**src/rtl/exmem_pipe_stage.sv**
```systemverilog
// EX/MEM pipeline register with valid/ready handshake, flush, optional skid entry
// and a saturating back-pressure counter.
//
// state | meaning
// EMPTY | main entry invalid
// ONE   | main valid, skid invalid
// TWO   | main and skid valid (SKID=1 only)
module exmem_pipe_stage #(
  parameter int DATA_W  = 32,
  parameter int RADDR_W = 5,
  parameter int SKID    = 1,
  parameter int CNT_W   = 16
) (
  input  logic               clk,
  input  logic               reset,
  input  logic               flush,
  input  logic               in_valid,
  output logic               in_ready,
  input  logic [DATA_W-1:0]  in_alu,
  input  logic [DATA_W-1:0]  in_op2,
  input  logic [RADDR_W-1:0] in_rd,
  input  logic               in_reg_write,
  input  logic               in_mem_read,
  input  logic               in_mem_write,
  input  logic               in_mem_to_reg,
  output logic               out_valid,
  input  logic               out_ready,
  output logic [DATA_W-1:0]  out_alu,
  output logic [DATA_W-1:0]  out_op2,
  output logic [RADDR_W-1:0] out_rd,
  output logic               out_reg_write,
  output logic               out_mem_read,
  output logic               out_mem_write,
  output logic               out_mem_to_reg,
  output logic [CNT_W-1:0]   stall_cnt,
  input  logic               stall_clr
);

  localparam int PW = 2*DATA_W + RADDR_W + 4;
  localparam logic [CNT_W-1:0] CNT_MAX = '1;
  localparam logic [CNT_W-1:0] CNT_ONE = {{(CNT_W-1){1'b0}}, 1'b1};

  typedef enum logic [1:0] {EMPTY, ONE, TWO} state_t;

  state_t        state, state_nxt;
  logic [PW-1:0] in_beat, main_q, skid_q;
  logic          main_valid, skid_valid, accept, transfer;

  assign main_valid = (state != EMPTY);
  assign skid_valid = (state == TWO);
  assign in_beat    = {in_alu, in_op2, in_rd, in_reg_write, in_mem_read, in_mem_write, in_mem_to_reg};
  // flush outranks both handshakes
  assign accept     = in_valid && in_ready && !flush;
  assign transfer   = main_valid && out_ready && !flush;

  always_ff @(posedge clk or posedge reset) begin
    if (reset) state <= EMPTY;
    else       state <= state_nxt;
  end

  always_comb begin
    state_nxt = state;
    if (flush) begin
      state_nxt = EMPTY;
    end else begin
      case (state)
        EMPTY: if (accept) state_nxt = ONE;
        ONE: begin
          if (accept && !transfer)      state_nxt = (SKID != 0) ? TWO : ONE;
          else if (!accept && transfer) state_nxt = EMPTY;
        end
        TWO:     if (transfer) state_nxt = ONE;
        default: state_nxt = EMPTY;
      endcase
    end
  end

  always_comb begin
    out_valid = main_valid;
    if (SKID != 0) in_ready = !skid_valid;
    else           in_ready = !main_valid || out_ready;
  end

  always_ff @(posedge clk or posedge reset) begin
    if (reset) begin
      main_q <= '0;
      skid_q <= '0;
    end else begin
      if (skid_valid && transfer)                 main_q <= skid_q;
      else if (accept && (!main_valid || transfer)) main_q <= in_beat;
      if (accept && main_valid && !transfer)      skid_q <= in_beat;
    end
  end

  assign out_alu        = main_q[PW-1 -: DATA_W];
  assign out_op2        = main_q[PW-DATA_W-1 -: DATA_W];
  assign out_rd         = main_q[4 +: RADDR_W];
  assign out_reg_write  = main_q[3] & out_valid;
  assign out_mem_read   = main_q[2] & out_valid;
  assign out_mem_write  = main_q[1] & out_valid;
  assign out_mem_to_reg = main_q[0] & out_valid;

  always_ff @(posedge clk or posedge reset) begin
    if (reset)
      stall_cnt <= '0;
    else if (stall_clr)
      stall_cnt <= '0;
    else if (out_valid && !out_ready && stall_cnt != CNT_MAX)
      stall_cnt <= stall_cnt + CNT_ONE;
  end

endmodule

```
**config.mk**
```make
export PLATFORM = sky130hd
export DESIGN_NAME = exmem_pipe_stage
export DESIGN_NICKNAME = d
export VERILOG_FILES = /design/src/rtl/exmem_pipe_stage.sv
export SDC_FILE = /design/constraint.sdc
export NUM_CORES = 1
export LEC_CHECK = 0
export CORE_ASPECT_RATIO = 1.75
export CORE_MARGIN = 1.5
export CORE_UTILIZATION = 23
export CTS_CLUSTER_SIZE = 30
export DETAILED_ROUTE_END_ITERATION = 6
export GPL_TIMING_DRIVEN = 0
export PLACE_DENSITY = 0.47
export SYNTH_ARGS = -nofsm -noshare
export SYNTH_HDL_FRONTEND = slang
export SYNTH_SLANG_ARGS = --single-unit
```
**constraint.sdc**
```tcl
create_clock -name clk -period 15.5 [get_ports clk]
set_input_delay 1.55 -clock clk [delete_from_list [all_inputs] [get_ports clk]]
set_output_delay 1.55 -clock clk [all_outputs]
set_load 0.005 [all_outputs]
```
# Yosys cells after proc, flatten, opt, wreduce, memory -nomap -nowiden
# Cells that the tools add are included.
# classes
n_eq_ne	6
addsub	1
bitwise_logic	4
n_reduce_logical	24
mux	10
# ops
operator	n
73-bit 2-to-1 mux	2
16-bit 2-to-1 mux	2
16-bit by 1-bit adder with 16-bit output, second input constant	1
16-bit inequality test, second input constant	1
1-bit logical AND	12
2-bit 2-to-1 mux	5
1-bit logical NOT	6
2-bit case mux with 3 select lines	1
2-bit nonzero test	3
1-bit AND	4
4-bit inequality test, second input constant	1
3-bit by 2-bit inequality test with 1-bit output, second input constant	1
3-bit inequality test, second input constant	1
3-bit AND reduction	1
2-bit by 1-bit == test with 1-bit output, second input constant	1
2-bit == test, second input constant	1
2-bit logical NOT	1
1-bit logical OR	1
# word_totals
regBits	164
output_inout_bits	91
word_cells	49
inputBits	79

# Logic depth before layout (Yosys ltp)
# logic_depth
word_depth	10
mapped_depth	9
mapped_depth_nobuf	7

# Least setup slack after synthesis
# Ideal clock, no wire load.
# synth_timing
path_kind	in2reg
startpoint	input port flush
endpoint	register skid_q[0]
path_slack_ns	12.754
path_stages	5
arrival_time_ns	2.621
n_path_buf	2
setup_ns	0.125
required_ns	15.375
cell_sequence	nand2b_1 nor3b_1 buf_2 buf_4 mux2_2
# synth_between
elab_chain_len	4
elab_cells_between_ends	6
classes_between	reduce/logical (6)
# synth_rtl
item	line_no	text
start, declared	16	input logic flush,
1-bit logical NOT *	53, 54	
1-bit logical AND, on equally long branches	53, 54	
1-bit logical AND or 1-bit logical NOT (tied branches)	91	if (accept && main_valid && !transfer) skid_q <= in_beat;
1-bit logical AND *	91	
end signal, assigned	91	
end, declared	46	logic [PW-1:0] in_beat, main_q, skid_q;
# Every way passes the cells marked *; elsewhere a longest branch is shown, timed or not.
# A chain may end at the register's enable or synchronous reset.

# Final worst setup path
# layout_timing
startpoint	register state[0]
endpoint	output port out_mem_read
# layout_between
elab_chain_len	2
# layout_rtl
item	line_no	text
start, declared	45	state_t state, state_nxt;
start signal, assigned	58	else state <= state_nxt;
2-bit nonzero test	49	assign main_valid = (state != EMPTY);
1-bit AND	99	assign out_mem_read = main_q[2] & out_valid;
end, declared	32	output logic out_mem_read,
# Every way passes these cells.

==> flow_summary.yaml <==
run_status:
  status: "completed"
flow_run:
  cap_viol_max_count: 0
die:
  io_pins: 170
  row_count: 89
  core_mm2: 0.03374
  initial_core_util_pct: 23.44
  dieArea_mm2: 0.03555
  die_w_um: 143.2
  die_h_um: 248.3
yosys:
  synthesis.instances: 660
  synthDistinctLibCells: 50
  synth_nets: 741
  yosys_warnings: 0
  synth_top_cell_by_area: "dfrtp_1"
  synth_area_leaders: "dfrtp_1, mux2_2, mux2i_1"
  syn_avg_cell_area_um2: 11.98
  synth_top_area_share_pct: 51.89
  yosysSeqAreaShare_pct: 51.89
  synth_area_mm2: 0.007909
  ys_ff_latch: 164
timing:
  setup_slack_ns: 12.05
  finalMaxSlewViolations: 0
  fmax_mhz: 290.2
  skew_ns: 0.006587
  tightestPinTransition_ns: 0.6068
  rsz0062_at_grt: "false"
  hold_viol_final: 0
  relSlewSlack_pct: 59.55
  fin_crit_ns: 3.446
  final-setup-viol-count: 0
  fin_setup_tns_ns: 0
  period_share_pct: 22.23
cts:
  path_clk_slew_ns: 0.06
  cts_tree: "built"
  htreeDepth: 4
  clock_sinks: 164
  cts-resized-gates: 0
  clockRootBuffer: "clkbuf_16"
  post-cts-setup-buffer-count: 0
  postCtsHoldBufs: 0
  cts_buffers: 17
  cts_max_path_buffers: 2
  insertion_delay_ns: 0.44
layout:
  multi_input_area_mm2: 0.002927
  fill_cells: 3441
  regArea_mm2: 0.004104
  drive_gt1_share_pct: 27.64
  final_cell_count_no_fill: 1317
  area_delta_synth_final_pct: 36.54
  nNetsFinal: 929
worst_setup_path:
  critical-path-max-stage-delay_ns: 0.44
  critical_path.slowest_cell: "clkdlybuf4s50_1"
  arrival_ns: 1.90
  critPathLaunchType: "flip-flop"
  required_ns: 13.95
  cp-end-kind: "output port"
  cp_common_cell: "buf_6"
  cp_max_fo: 8
  crit_type: "flip-flop to output port"
  path_cells: "buf_6, or2_1, buf_6, and2_1, clkdlybuf4s50_1"
routing:
  wirelength_mm: 20.65
  drt_iter0_drc: 104
  first_pass_iters: 4
  final_antenna_net_count: 0
  wl_per_cell_um: 15.68
  avgViaCountPerCell: 4.099
  drcViolationCount: 0
  vias: 5398
global_routing:
  grt_use_total_pct: 12.17
  grt_max_degree: 86
  grt_pass1_wl_mm: 32.05
  grt_overflow: 0
  antenna_found_initial: 1
  grt_pass1_vias: 5590
placed_design:
  pre_cts_ws_ns: 11.84
  place.gp.congestion: 0.7198
  dp.final_hpwl_mm: 14.70
  dp_cells: 1284
  portBuffers: 168
power:
  p_per_area_mw_per_mm2: 121.4
  p_leak_nw: 4.388
  fin_total_pwr_mw: 1.311
  ir_drop_mv: 0.07529
hold_path:
  hold_class: "flip-flop to flip-flop"
## worst max-delay path: cells and delay by family, from the launching register on
family,cells,cell delay [ns]
buf+inv,3,0.72
flops,1,0.37
simple gates,2,0.36
## cells by family after synthesis
family | Yosys count | synth area share (%)
xor+xnor | 2 | 0.2215
fa+ha+maj | 2 | 0.3164
simple gates | 135 | 8.480
flops | 164 | 51.89
buf+inv | 108 | 11.11
compound gates | 98 | 7.673
mux | 151 | 20.31
## final timing paths
| kind | slack, ns | endpoint | cells past startpoint | startpoint |
|---|---|---|---|---|
| worst max-delay path | 12.05 | out_mem_read | 5 | state[0] |
| worst min-delay path | 0.47 | main_q[27] | 2 | skid_q[27] |
| worst max register to register | 13.57 | stall_cnt[14] | 6 | stall_cnt[0] |
| worst min register to register | 0.47 | main_q[27] | 2 | skid_q[27] |
| max in group asynchronous | 13.05 | stall_cnt[4] | 3 | reset |
| min in group asynchronous | 1.57 | main_q[43] | 2 | reset |
## area by class of cell
| cell class | instances | share of cell area, % |
|---|---|---|
| diodes | 1 | 0.02317 |
| repair buffers | 169 | 15.83 |
| clock inverters | 12 | 1.437 |
| well taps | 455 | 5.272 |
| multi-input cells | 388 | 27.10 |
| flip-flops and latches | 164 | 38.00 |
| inverters | 2 | 0.1390 |
| clock buffers | 20 | 4.136 |
| plain buffers | 106 | 8.064 |
## routing by layer
| layer | vias up | routed length (um) | share of wire, % | GRT usage (%) |
|---|---|---|---|---|
| met1 | 2666 | 8162 | 40 | 13.34 |
| met4 | 0 | 516 | 2.5 | 5.973 |
| met2 | 113 | 11190 | 54 | 21.91 |
| met3 | 24 | 786 | 3.8 | 2.691 |
| met5 | - | 0 | 0 | 0 |
| li1 | 2595 | - | - | - |
## state kept, by name (all words and copies together) (netlist names)
name	flops
main_q	73
skid_q	73
stall_cnt	16
state	2
## cells in the final DEF, fill, tap and decap left out, drive strengths merged, types with 2 or more instances in the layout
cell type      instances
nand2                 79
ha                     2
mux2                  76
clkinv                 6
clkdlybuf4s50        168
mux2i                 75
bufinv                 3
or3                    6
and3                   3
o21ai                 78
xor2                   2
and4                   2
buf                   99
dfrtp                164
nor2b                  4
nand4                  6
clkinvlp               2
or2                    2
nand3b                 2
and2                   5
a21oi                 11
nor3                   4
clkbuf                28
inv                    3
nor3b                  2
o31ai                  2
nor2                  12
nand3                  5
## synthesized netlist by cell type (all sizes together)
cell       n
a21oi     11
a41oi      1
and2       5
and3       3
and4       2
buf       98
clkbuf     8
dfrtp    164
ha         2
inv        2
mux2      76
mux2i     75
nand2     79
nand2b     1
nand3      5
nand3b     2
nand4      6
nor2      12
nor2b      4
nor3       4
nor3b      2
nor4       1
o2111ai    1
o211ai     1
o21ai     78
o21ba      1
o21bai     1
o22a       1
o31ai      2
o41ai      1
or2        2
or3        6
or4        1
xor2       2
## power breakdown
group / leakage [nW] / internal [mW] / switching [mW]
Sequential: 2.00 / 0.522 / 0.0470
Combinational: 2.10 / 0.206 / 0.0967
Clock: 0.290 / 0.258 / 0.182
Total: 4.39 / 0.985 / 0.326
## per-stage QoR
step	instance area, um2	util (%)	hold slack [ns]
3_3_place_gp	10160	30.11	0.4542
5_1_grt	10800	32.01	0.4903
2_1_floorplan	7909	-	0.4460
4_1_cts	10800	32.00	0.4791
6_report	10800	32.01	0.4745
3_5_place_dp	10190	30.21	0.4600
No activity file was read; power rests on OpenSTA's default activity.
